--- config.mk ---
export PLATFORM = sky130hd
export DESIGN_NAME = btn_press_decoder
export DESIGN_NICKNAME = d
export VERILOG_FILES = /design/src/rtl/btn_pkg.sv /design/src/rtl/tick_gen.sv /design/src/rtl/btn_press_decoder.sv
export SDC_FILE = /design/constraint.sdc
export NUM_CORES = 1
export LEC_CHECK = 0
export ABC_AREA = 1
export ABC_CLOCK_PERIOD_IN_PS = 1400
export CAP_MARGIN = 10
export CORE_ASPECT_RATIO = 1.2
export CORE_MARGIN = 2
export CORE_UTILIZATION = 45
export DETAILED_ROUTE_END_ITERATION = 10
export PLACE_DENSITY = 0.68
export SLEW_MARGIN = 20
export SYNTH_ARGS = -nofsm -noshare
export SYNTH_HDL_FRONTEND = slang
export SYNTH_SLANG_ARGS = --single-unit
--- constraint.sdc ---
create_clock -name clk -period 1.4 [get_ports clk]
set_input_delay 0.28 -clock clk [delete_from_list [all_inputs] [get_ports clk]]
set_output_delay 0.28 -clock clk [all_outputs]
set_load 0.05 [all_outputs]
--- src/rtl/btn_pkg.sv ---
// ============================================================================
// Module      : btn_pkg
// Description : Shared types and default timing constants for the button
//               press decoder.
// Revision    : 1.0 - initial release
// ============================================================================
`default_nettype none

package btn_pkg;

    typedef enum logic [2:0] {
        IDLE   = 3'd0,
        PRESS1 = 3'd1,
        GAP    = 3'd2,
        PRESS2 = 3'd3,
        HOLD   = 3'd4
    } press_state_t;

    localparam int c_clk_hz               = 100_000_000;
    localparam int c_tick_hz              = 100;
    localparam int c_tick_m_default       = c_clk_hz / c_tick_hz;
    localparam int c_long_ticks_default   = 100;
    localparam int c_dbl_ticks_default    = 30;
    localparam int c_repeat_ticks_default = 20;

    function automatic int max3(input int a, input int b, input int c);
        int m;
        m = (a > b) ? a : b;
        return (m > c) ? m : c;
    endfunction

endpackage

`default_nettype wire

--- src/rtl/tick_gen.sv ---
// ============================================================================
// Module      : tick_gen
// Description : Free-running mod-M counter; max_tick is high for one clk
//               every M cycles.
// Revision    : 1.0 - initial release
// ============================================================================
`default_nettype none

module tick_gen #(
    parameter int M = 2
) (
    input  logic clk,
    input  logic reset,
    output logic max_tick
);

    localparam int              c_w    = (M > 1) ? $clog2(M) : 1;
    localparam logic [c_w-1:0]  c_last = c_w'(M - 1);

    logic [c_w-1:0] r_cnt;

    always_ff @(posedge clk) begin
        if (reset) begin
            r_cnt <= '0;
        end else if (r_cnt == c_last) begin
            r_cnt <= '0;
        end else begin
            r_cnt <= r_cnt + c_w'(1);
        end
    end

    assign max_tick = (r_cnt == c_last);

endmodule

`default_nettype wire

--- src/rtl/btn_press_decoder.sv ---
// ============================================================================
// Module      : btn_press_decoder
// Description : Classifies debounced button gestures into one-cycle short,
//               long and double-click pulses. Define AUTO_REPEAT_EN to get
//               rpt_p pulses while a long press is held.
// Revision    : 1.0 - initial release
// ============================================================================
`default_nettype none

module btn_press_decoder
    import btn_pkg::*;
#(
    parameter int TICK_M       = c_tick_m_default,
    parameter int LONG_TICKS   = c_long_ticks_default,
    parameter int DBL_TICKS    = c_dbl_ticks_default,
    parameter int REPEAT_TICKS = c_repeat_ticks_default
) (
    input  logic clk,
    input  logic reset,
    input  logic db,
    output logic short_p,
    output logic long_p,
    output logic double_p,
    output logic rpt_p,
    output logic busy
);

    localparam int                  c_cnt_max  = max3(LONG_TICKS, DBL_TICKS, REPEAT_TICKS);
    localparam int                  c_cnt_w    = $clog2(c_cnt_max + 1);
    localparam logic [c_cnt_w-1:0]  c_long_last = c_cnt_w'(LONG_TICKS - 1);
    localparam logic [c_cnt_w-1:0]  c_dbl_last  = c_cnt_w'(DBL_TICKS - 1);
`ifdef AUTO_REPEAT_EN
    localparam logic [c_cnt_w-1:0]  c_rpt_last  = c_cnt_w'(REPEAT_TICKS - 1);
`endif

    press_state_t       r_state;
    logic [c_cnt_w-1:0] r_cnt;
    logic               r_db_q;
    logic               r_short_p;
    logic               r_long_p;
    logic               r_double_p;
    logic               w_tick;
    logic               w_rise;
    logic               w_fall;

    tick_gen #(
        .M (TICK_M)
    ) u_tick_gen (
        .clk      (clk),
        .reset    (reset),
        .max_tick (w_tick)
    );

    assign w_rise = db & ~r_db_q;
    assign w_fall = ~db & r_db_q;

    function automatic logic [c_cnt_w-1:0] sat_inc(input logic [c_cnt_w-1:0] v);
        return (v == '1) ? v : v + c_cnt_w'(1);
    endfunction

`ifdef AUTO_REPEAT_EN
    logic r_rpt_p;
`endif

    // Edges are checked before ticks in every state, so an edge always wins.
    always_ff @(posedge clk) begin
        if (reset) begin
            r_state    <= IDLE;
            r_cnt      <= '0;
            r_db_q     <= 1'b1;
            r_short_p  <= 1'b0;
            r_long_p   <= 1'b0;
            r_double_p <= 1'b0;
`ifdef AUTO_REPEAT_EN
            r_rpt_p    <= 1'b0;
`endif
        end else begin
            r_db_q     <= db;
            r_short_p  <= 1'b0;
            r_long_p   <= 1'b0;
            r_double_p <= 1'b0;
`ifdef AUTO_REPEAT_EN
            r_rpt_p    <= 1'b0;
`endif
            case (r_state)
                IDLE: begin
                    if (w_rise) begin
                        r_state <= PRESS1;
                        r_cnt   <= '0;
                    end
                end
                PRESS1: begin
                    if (w_fall) begin
                        r_state <= GAP;
                        r_cnt   <= '0;
                    end else if (w_tick) begin
                        if (r_cnt == c_long_last) begin
                            r_long_p <= 1'b1;
                            r_state  <= HOLD;
                            r_cnt    <= '0;
                        end else begin
                            r_cnt <= sat_inc(r_cnt);
                        end
                    end
                end
                GAP: begin
                    if (w_rise) begin
                        r_double_p <= 1'b1;
                        r_state    <= PRESS2;
                        r_cnt      <= '0;
                    end else if (w_tick) begin
                        if (r_cnt == c_dbl_last) begin
                            r_short_p <= 1'b1;
                            r_state   <= IDLE;
                            r_cnt     <= '0;
                        end else begin
                            r_cnt <= sat_inc(r_cnt);
                        end
                    end
                end
                PRESS2: begin
                    if (w_fall) begin
                        r_state <= IDLE;
                        r_cnt   <= '0;
                    end
                end
                HOLD: begin
                    if (w_fall) begin
                        r_state <= IDLE;
                        r_cnt   <= '0;
                    end
`ifdef AUTO_REPEAT_EN
                    else if (w_tick) begin
                        if (r_cnt == c_rpt_last) begin
                            r_rpt_p <= 1'b1;
                            r_cnt   <= '0;
                        end else begin
                            r_cnt <= sat_inc(r_cnt);
                        end
                    end
`endif
                end
                default: begin
                    r_state <= IDLE;
                    r_cnt   <= '0;
                end
            endcase
        end
    end

    assign short_p  = r_short_p;
    assign long_p   = r_long_p;
    assign double_p = r_double_p;
    assign busy     = (r_state != IDLE);
`ifdef AUTO_REPEAT_EN
    assign rpt_p    = r_rpt_p;
`else
    assign rpt_p    = 1'b0;
`endif

endmodule

`default_nettype wire
# Word level (Yosys, flattened, before mapping)
# Index checks and enable logic that the tools add are counted.
# word_totals
ff_bits	34
inputBits	3
out_inout_bits	5
word_cells	61
# op_classes
addsub	2
n_eq_ne	14
mux	22
n_bitwise	7
reduce_logical	9
# ops
operator	count
$mux W7	9
$pmux W7 S4	1
$mux W3	8
$add A20 B1 Y20 const B	1
$eq A20 B20 Y1 const B	1
$eq A7 B7 Y1 const B	2
$pmux W3 S4	1
$reduce_or A4 Y1	2
$add A7 B1 Y7 const B	1
$eq A7 B5 Y1 const B	1
$eq A3 B2 Y1 const B	2
$ne A3 B2 Y1 const B	2
$ne A3 B3 Y1 const B	2
$reduce_and A6 Y1	1
$reduce_or A2 Y1	3
$not A1 Y1	5
$reduce_and A4 Y1	1
$eq A3 B1 Y1 const B	1
$eq A3 B3 Y1 const B	1
$logic_not A3 Y1	1
$mux W1	3
$reduce_bool A3 Y1	1
$and A1 B1 Y1	2
$ne A2 B1 Y1 const B	1
$ne A2 B2 Y1 const B	1

# Logic depth before layout (Yosys ltp)
# Gate-level depths: netlist of run 1.
# logic_depth
depth_word	6
ltp_mapped	12

# Modules after synthesis
# From an unflattened synthesis of run 1, not the netlist that was laid out.
# hier_totals
hier_cells	298
hier_area_um2	1946.9
# by_module_without_submodules
mod	n_inst	cells_per_inst	area_per_inst_um2
tick_gen	1	169	1123.6
btn_press_decoder	1	129	823.3

# Worst setup path before layout of run 1
# Ideal clock, no wire load.
# synth_path
path_kind	reg-to-reg
start	reg r_state[2]
end	reg r_cnt[1]
arrival_time_ns	1.471
slack_ns	-0.190
path_stages_with_launch	9
synth_period_minus_slack_ns	1.590
path_cell_list	dfxtp_1 > nor2_1 > nand2_1 > nor2_1 > a31oi_4 > nand2_4 > inv_2 > nand2_1 > a21oi_2
# synth_via
elab_chain_len	4
elab_cells_between_ends	12
classes_between	eq/ne: 8; mux: 1; reduce/logical: 3
# synth_lines
item	line_no	text
start: declaration	btn_press_decoder.sv:36	press_state_t r_state;
start signal: assignment	btn_press_decoder.sv:68	r_state <= IDLE;
start signal: assignment	btn_press_decoder.sv:88	r_state <= PRESS1;
start signal: assignment	btn_press_decoder.sv:94	r_state <= GAP;
$eq A3 B3 Y1 or $eq A3 B2 Y1 (tied branches)	btn_press_decoder.sv:85	case (r_state)
$reduce_or A2 Y1 (no line)	--	
$ne A2 B1 Y1 (no line)	--	
$reduce_and A4 Y1 (no line)	--	
end signal: assignment	btn_press_decoder.sv:102	r_cnt <= sat_inc(r_cnt);
end signal: assignment	btn_press_decoder.sv:117	r_cnt <= sat_inc(r_cnt);
end: declaration	btn_press_decoder.sv:37	logic [c_cnt_w-1:0] r_cnt;
# Several ways; a longest one is shown, not always the timed one.
# A chain may end at the register's enable or synchronous reset.

# Worst setup path in the final report of run 1
# layout_path
start	reg u_tick_gen.r_cnt[0]
end	reg r_short_p (netlist: short_p)
# layout_via
elab_chain_len	3
# layout_lines
item	line_no	text
start: declaration	tick_gen.sv:20	logic [c_w-1:0] r_cnt;
start signal: assignment	tick_gen.sv:28	r_cnt <= r_cnt + c_w'(1);
$eq A20 B20 Y1	tick_gen.sv:32	assign max_tick = (r_cnt == c_last);
$not A1 Y1 (no line)	--	
$reduce_or A4 Y1 (no line)	--	
end signal: assignment	btn_press_decoder.sv:71	r_short_p <= 1'b0;
end signal: assignment	btn_press_decoder.sv:79	r_short_p <= 1'b0;
end signal: assignment	btn_press_decoder.sv:113	r_short_p <= 1'b1;
end: declaration	btn_press_decoder.sv:39	logic r_short_p;
# No other way between the ends.

==> impl_metrics.env, run 1 <==
export IMPL_synth_seq_cells=34
export IMPL_ios=8
export IMPL_yosysMostFrequentCell="nand2_1"
export IMPL_setup_ws_ns=-0.06790
export IMPL_cts_root_buffer_cell="clkbuf_8"
export IMPL_hp_class="in -> reg"
export IMPL_clk_pin_slew_worst_paths_ns=0.08
export IMPL_synthTopCellsByArea="dfxtp_1, nand2_1, nor2_1"
export IMPL_ant_nets=0
export IMPL_synth_top_cell_area_share_pct=34.11
export IMPL_clock_skew_ns=0.01024
export IMPL_area_growth_pct=52.48
export IMPL_p_leak_nw=1.234
export IMPL_setup_violations=25
export IMPL_ys_async_sr_fraction_pct=0
export IMPL_postCtsHoldBufs=0
export IMPL_crit_fanout=4
export IMPL_nets=374
export IMPL_antenna_cells=0
export IMPL_synth_distinct_cells=39
export IMPL_synthCells=295
export IMPL_cp_start_kind="flop"
export IMPL_synth_warning_count=0
export IMPL_dpl_cell_area_sq_mm=0.002576
export IMPL_dieArea_sq_mm=0.004986
export IMPL_finalHoldViolations=0
export IMPL_rsz0062_at_grt="yes"
export IMPL_drt_iter0_markers=110
export IMPL_synth_edff_count=0
export IMPL_cts_max_level=2
export IMPL_die_y_um=76.95
export IMPL_max_freq_mhz=681.2
export IMPL_drv_slew=0
export IMPL_fillers=349
export IMPL_ir_worst_vdd_uv=740.4
export IMPL_hold_ws_ns=0.3650
export IMPL_cts_sinks=34
export IMPL_synth_area_leader_cell="dfxtp_1"
export IMPL_grt_max_degree=15
export IMPL_fin_util_pct=71.40
export IMPL_period_minus_slack_ns=1.468
export IMPL_ys_flop_type="dfxtp_1"
export IMPL_rows=26
export IMPL_worstPathArrival_ns=1.70
export IMPL_cts_buffer_depth=2
export IMPL_drv_cap=0
export IMPL_fp_dieW_um=64.79
export IMPL_io_buffers=6
export IMPL_gp_congestion=0.8302
export IMPL_tns_ns=-0.8473
export IMPL_wire_per_inst_um=13.15
export IMPL_start_util_pct=46.83
export IMPL_synth_area_per_cell_sq_um=6.765
export IMPL_worstSkewPairLatency_ns=0.30
export IMPL_violations="negative setup slack"
export IMPL_dp_hpwl_um=3700
export IMPL_grt_usage_pct=21.15
export IMPL_vias=2135
export IMPL_synth_nets=301
export IMPL_required_ns=1.63
export IMPL_antenna_found_initial=0
export IMPL_drive_above_1_share_pct=47.97
export IMPL_yosysSeqAreaShare_pct=34.11
export IMPL_p_per_area_mw_per_mm2=773.5
export IMPL_grt_remaining_overflow=0
export IMPL_numCtsBuffers=5
export IMPL_synth_common_cells="nand2_1, nor2_1, inv_1, dfxtp_1, nand3_1"
export IMPL_final_area_sq_mm=0.003043
export IMPL_multi_input_area_sq_mm=0.001399
export IMPL_core_sq_mm=0.004262
export IMPL_regArea_sq_um=703.2
export IMPL_via_per_inst=5.024
export IMPL_drt_pass1_iterations=4
export IMPL_critical_path_endpoint_type="flop"
export IMPL_status="finished with violations"
export IMPL_routed_wl_um=5590
export IMPL_netlist_area_sq_mm=0.001996
export IMPL_period_share_pct=104.9
export IMPL_grt_pass1_vias=1976
export IMPL_drc=0
export IMPL_grt_pass1_wl_um=8369
export IMPL_cts_tree="done"
export IMPL_critPathKind="reg -> reg"
## metal layers
metal	up-vias	wire (um)	global-route usage, %
met5	-	0	0
li1	1104	-	-
met4	0	92	7.234
met2	42	3056	38.56
met1	980	2304	24.11
met3	9	137	3.959
## cell families (layout without fill, tap and decap cells)
kind of cell,Yosys count,in the layout,synth area share [%]
DFF,34,34,34.11
adders and majority gates,3,3,1.881
other,1,1,0.1879
and+or+nand+nor,177,177,42.63
xor gates and xnor gates,4,4,1.756
buffers and inverters,46,120,9.028
AOI/OAI and AO/OA,30,30,10.41
## what timing repair did
item	in CTS	in global routing
endpoints found under the hold margin	0	0
pin swaps	16	14
setup buffers	5	7
setup endpoints to repair	15	32
resized for setup	30	53
cloned	0	1
## per-stage QoR
stage                     instances  setup WS (ns)  power [W]
after global routing            425        -0.1734   0.002464
after floorplan                 295        0.01941   0.001358
after global placement          404        -0.3766   0.001514
after detailed placement        404        -0.4182   0.001524
final                           425       -0.06790   0.002354
after CTS                       417       -0.04752   0.002313
## final timing paths
check	from	endpoint	slack, ns	depth (start not counted)
hold / removal	db	r_db_q$_SDFF_PP1_	0.37	3
setup / recovery	u_tick_gen.r_cnt[0]$_SDFF_PP0_	short_p$_SDFF_PP0_	-0.07	9
hold reg to reg	u_tick_gen.r_cnt[19]$_SDFF_PP0_	u_tick_gen.r_cnt[19]$_SDFF_PP0_	0.47	2
setup reg to reg	u_tick_gen.r_cnt[0]$_SDFF_PP0_	short_p$_SDFF_PP0_	-0.07	9
## layout make-up
cell class                 count  share of cell area (%)
timing repair buffer          70                   20.39
inverter                      42                   5.263
sequential                    34                   23.11
tap                           56                   2.303
multi-input combinational    215                   45.97
clock inverter                 3                  0.6990
clock buffer                   5                   2.262
## registers in the layout (all words and copies together) (netlist names)
register	cells
double_p	1
short_p	1
long_p	1
r_db_q	1
r_cnt	7
u_tick_gen.r_cnt	20
r_state	3
## where the power goes
part	internal, W	switching (W)	total, W
Combinational	0.000238	0.000317	0.000555
Clock	0.000350	0.000407	0.000756
Sequential	0.00100	0.0000411	0.00104
Total	0.00159	0.000764	0.00235
## cells in the final DEF, fill, tap and decap left out, types with 2 or more instances in the layout
master	instances
nor2_4	7
nand2_1	54
o21ai_1	4
buf_12	5
inv_2	10
nand3_2	2
clkbuf_8	5
dfxtp_1	18
nor2_2	18
nor3_2	5
nand2_4	4
nand4_1	13
nor2_1	21
inv_1	30
or2_2	2
nand3_4	4
buf_6	3
ha_4	2
nor4_2	3
buf_4	59
nor3_1	6
a21oi_2	10
xor2_1	2
nand2_2	10
dfxtp_2	15
nand3_1	23
xnor2_1	2
a21oi_1	7
nor3_4	2
## critical path, stage by stage (launching register included)
cell and delay [ns]:
dfxtp_2 0.37, ha_4 0.15, nand3_4 0.12, buf_4 0.16, buf_6 0.11, inv_2 0.05
nand2_2 0.06, inv_2 0.08, nand4_1 0.14, nor2_1 0.16
No activity file was read; power rests on OpenSTA's default activity.
==> run 2: changes to the inputs <==
--- a/config.mk
+++ b/config.mk
@@ -13,6 +13,7 @@
 export CORE_UTILIZATION = 45
 export DETAILED_ROUTE_END_ITERATION = 10
 export PLACE_DENSITY = 0.68
+export REMOVE_ABC_BUFFERS = 1
 export SLEW_MARGIN = 20
 export SYNTH_ARGS = -nofsm -noshare
 export SYNTH_HDL_FRONTEND = slang
==> constraint.sdc (replaced) <==
create_clock -name clk -period 1.4 [get_ports clk]
set_input_delay 0.14 -clock clk [delete_from_list [all_inputs] [get_ports clk]]
set_output_delay 0.14 -clock clk [all_outputs]
set_load 0.05 [all_outputs]
==> run 2 against run 1 <==
The run still ends with negative setup slack left. Flip-flop and latch count is the same. Global-route usage grew 0.32 points. Non-clock buffer count shrank 1. Cell area shrank 0.66%. Worst hold slack gained 0.10 ns. Clock-buffer cell count grew 1. Final cell count shrank 0.24%. Largest cell class unchanged. Largest power group unchanged. Highest routed layer unchanged.
==> impl_metrics.env, run 2 (synthesis results as in run 1) <==
export IMPL_rrSetupSlack_ns=-0.07
export IMPL_cts_root_buffer_cell="clkbuf_8"
export IMPL_die_y_um=76.95
export IMPL_io_buffers=6
export IMPL_route_met3_wl_um=172
export IMPL_worstPathArrival_ns=1.69
export IMPL_gp_congestion=0.8729
export IMPL_drv_slew=0
export IMPL_critPathKind="reg -> reg"
export IMPL_cts_sinks=34
export IMPL_cts_max_level=2
export IMPL_ant_nets=0
export IMPL_hold_ws_ns=0.4682
export IMPL_period_share_pct=104.8
export IMPL_wire_per_inst_um=12.78
export IMPL_cp_start_kind="flop"
export IMPL_cp_slowest_cell="dfxtp_4"
export IMPL_drt_met1_wl_um=2270
export IMPL_p_int_w=0.001578
export IMPL_postCtsHoldBufs=0
export IMPL_top_layer_used="met4"
export IMPL_power_frac_comb_pct=23.5
export IMPL_required_ns=1.63
export IMPL_grt_max_degree=15
export IMPL_p_leak_nw=1.235
export IMPL_worstSkewPairLatency_ns=0.29
export IMPL_ios=8
export IMPL_p_sw_share_pct=31.80
export IMPL_period_minus_slack_ns=1.468
export IMPL_crit_buf_inv=1
export IMPL_nets=373
export IMPL_final_common_cell="buf_4"
export IMPL_grt_pass1_wl_um=8369
export IMPL_start_util_pct=46.83
export IMPL_crit_fanout=5
export IMPL_clk_pin_slew_worst_paths_ns=0.07
export IMPL_finalHoldViolations=0
export IMPL_wl_met2_um=2898
export IMPL_drv_cap=0
export IMPL_hp_class="reg -> reg"
export IMPL_final_cell_mix="buf_4, nand2_1, inv_1"
export IMPL_grt_usage_pct=21.47
export IMPL_status="finished with violations"
export IMPL_max_stage_delay_ns=0.39
export IMPL_p_per_area_mw_per_mm2=765.6
export IMPL_grt_remaining_overflow=0
export IMPL_drt_pass1_iterations=4
export IMPL_grt_pass1_vias=1994
export IMPL_violations="negative setup slack"
export IMPL_drc=0
export IMPL_dp_hpwl_um=3841
export IMPL_cts_buffer_depth=2
export IMPL_crit_top_cell="nand2_4"
export IMPL_clock_skew_ns=0.01109
export IMPL_drive_above_1_share_pct=46.74
export IMPL_numCtsBuffers=5
export IMPL_setup_ws_ns=-0.06767
export IMPL_vias=2160
export IMPL_fp_dieW_um=64.79
export IMPL_antenna_found_initial=0
export IMPL_power_switching_w=0.0007361
export IMPL_ir_worst_vdd_uv=864.5
export IMPL_routed_wl_um=5420
export IMPL_rsz0062_at_grt="yes"
export IMPL_pre_cts_ws_ns=-0.2399
export IMPL_power_frac_clock_pct=31.6
export IMPL_cpLargestDelayFamily="simple AND/OR/NAND/NOR gates"
export IMPL_largest_register="u_tick_gen.r_cnt"
export IMPL_critical_path_endpoint_type="flop"
export IMPL_drt_iter0_markers=98
export IMPL_antenna_cells=0
export IMPL_reg_top3="u_tick_gen.r_cnt: 20 flops, r_cnt: 7 flops, r_state: 3 flops"
export IMPL_area_growth_pct=51.47
export IMPL_p_seq_share_pct=44.9
export IMPL_largest_register_ffs=20
export IMPL_max_freq_mhz=681.4
export IMPL_setup_violations=12
export IMPL_via_per_inst=5.094
export IMPL_path_cells="ha_4, nand2_4, nor2_4, nand2_4, buf_6, o21ai_4, nand3_2, o21ai_2, nand2_1, a21oi_2"
export IMPL_rows=26
export IMPL_core_sq_mm=0.004262
export IMPL_cts_tree="done"
export IMPL_dieArea_sq_mm=0.004986
run 2: cell types whose count changed in the layout (fill, tap and decap cells not counted), moves of 3 or more:
cell,previous run,this run
nor2_2,18,9
nor2_1,21,29
buf_12,5,1
nor3_2,5,8
run 2: layout make-up:
class | count | area (sq um)
Fill cell | 328 | 1239
Sequential cell | 34 | 704.4
Multi-Input combinational cell | 215 | 1429
Clock buffer | 6 | 72.57
Tap cell | 56 | 70.07
Inverter | 42 | 165.2
Clock inverter | 2 | 13.76
Timing Repair Buffer | 69 | 568.0
run 2: power by group through the flow:
| stage | clock (W) | combinational [W] | sequential [W] |
|---|---|---|---|
| floorplan | 0 | 0.000288 | 0.00104 |
| global placement | 0 | 0.000415 | 0.00104 |
| detailed placement | 0 | 0.000426 | 0.00104 |
| CTS | 0.000750 | 0.000458 | 0.00104 |
| global route | 0.000795 | 0.000596 | 0.00104 |
| finish | 0.000730 | 0.000544 | 0.00104 |
run 2: path summary, 6_finish.rpt:
path	to	cells past startpoint	from
max	r_cnt[2]$_SDFFE_PP0P_	10	r_cnt[0]$_SDFFE_PP0P_
min	u_tick_gen.r_cnt[19]$_SDFF_PP0_	2	u_tick_gen.r_cnt[19]$_SDFF_PP0_
max reg2reg	r_cnt[2]$_SDFFE_PP0P_	10	r_cnt[0]$_SDFFE_PP0P_
min reg2reg	u_tick_gen.r_cnt[19]$_SDFF_PP0_	2	u_tick_gen.r_cnt[19]$_SDFF_PP0_
run 2: routing by layer:
layer / global-route usage (%) / vias up
li1: - / 1115
met1: 24.43 / 1006
met2: 37.53 / 32
met3: 5.279 / 7
met4: 8.936 / 0
met5: 0 / -
run 2: metrics by stage:
step                cells  util [%]  TNS (ns)  instance area, sq um  power [W]
floorplan             291         -    -1.861                  1973   0.001328
global placement      407     58.93    -2.127                  2511   0.001460
detailed placement    407     58.93    -2.919                  2511   0.001471
CTS                   416     63.59   -0.2351                  2710   0.002243
global route          424     70.93    -2.546                  3023   0.002435
finish                424     70.93   -0.3585                  3023   0.002314
run 2: timing repair:
action,4_1_cts,5_1_grt
gates resized for setup,36,63
setup buffers,1,7
endpoints found under the setup margin,32,23
endpoints found under the hold margin,0,0
pin swaps,10,23
gates cloned,0,1
run 2: worst reg2reg max path, delay by kind of cell (launching register included):
kind / cells / cell delay (ns)
AO/OA/AOI/OAI: 3 / 0.32
adder cells (fa/ha/maj): 1 / 0.15
buffers and inverters: 1 / 0.12
flip-flops: 1 / 0.39
AND/OR/NAND/NOR: 5 / 0.42
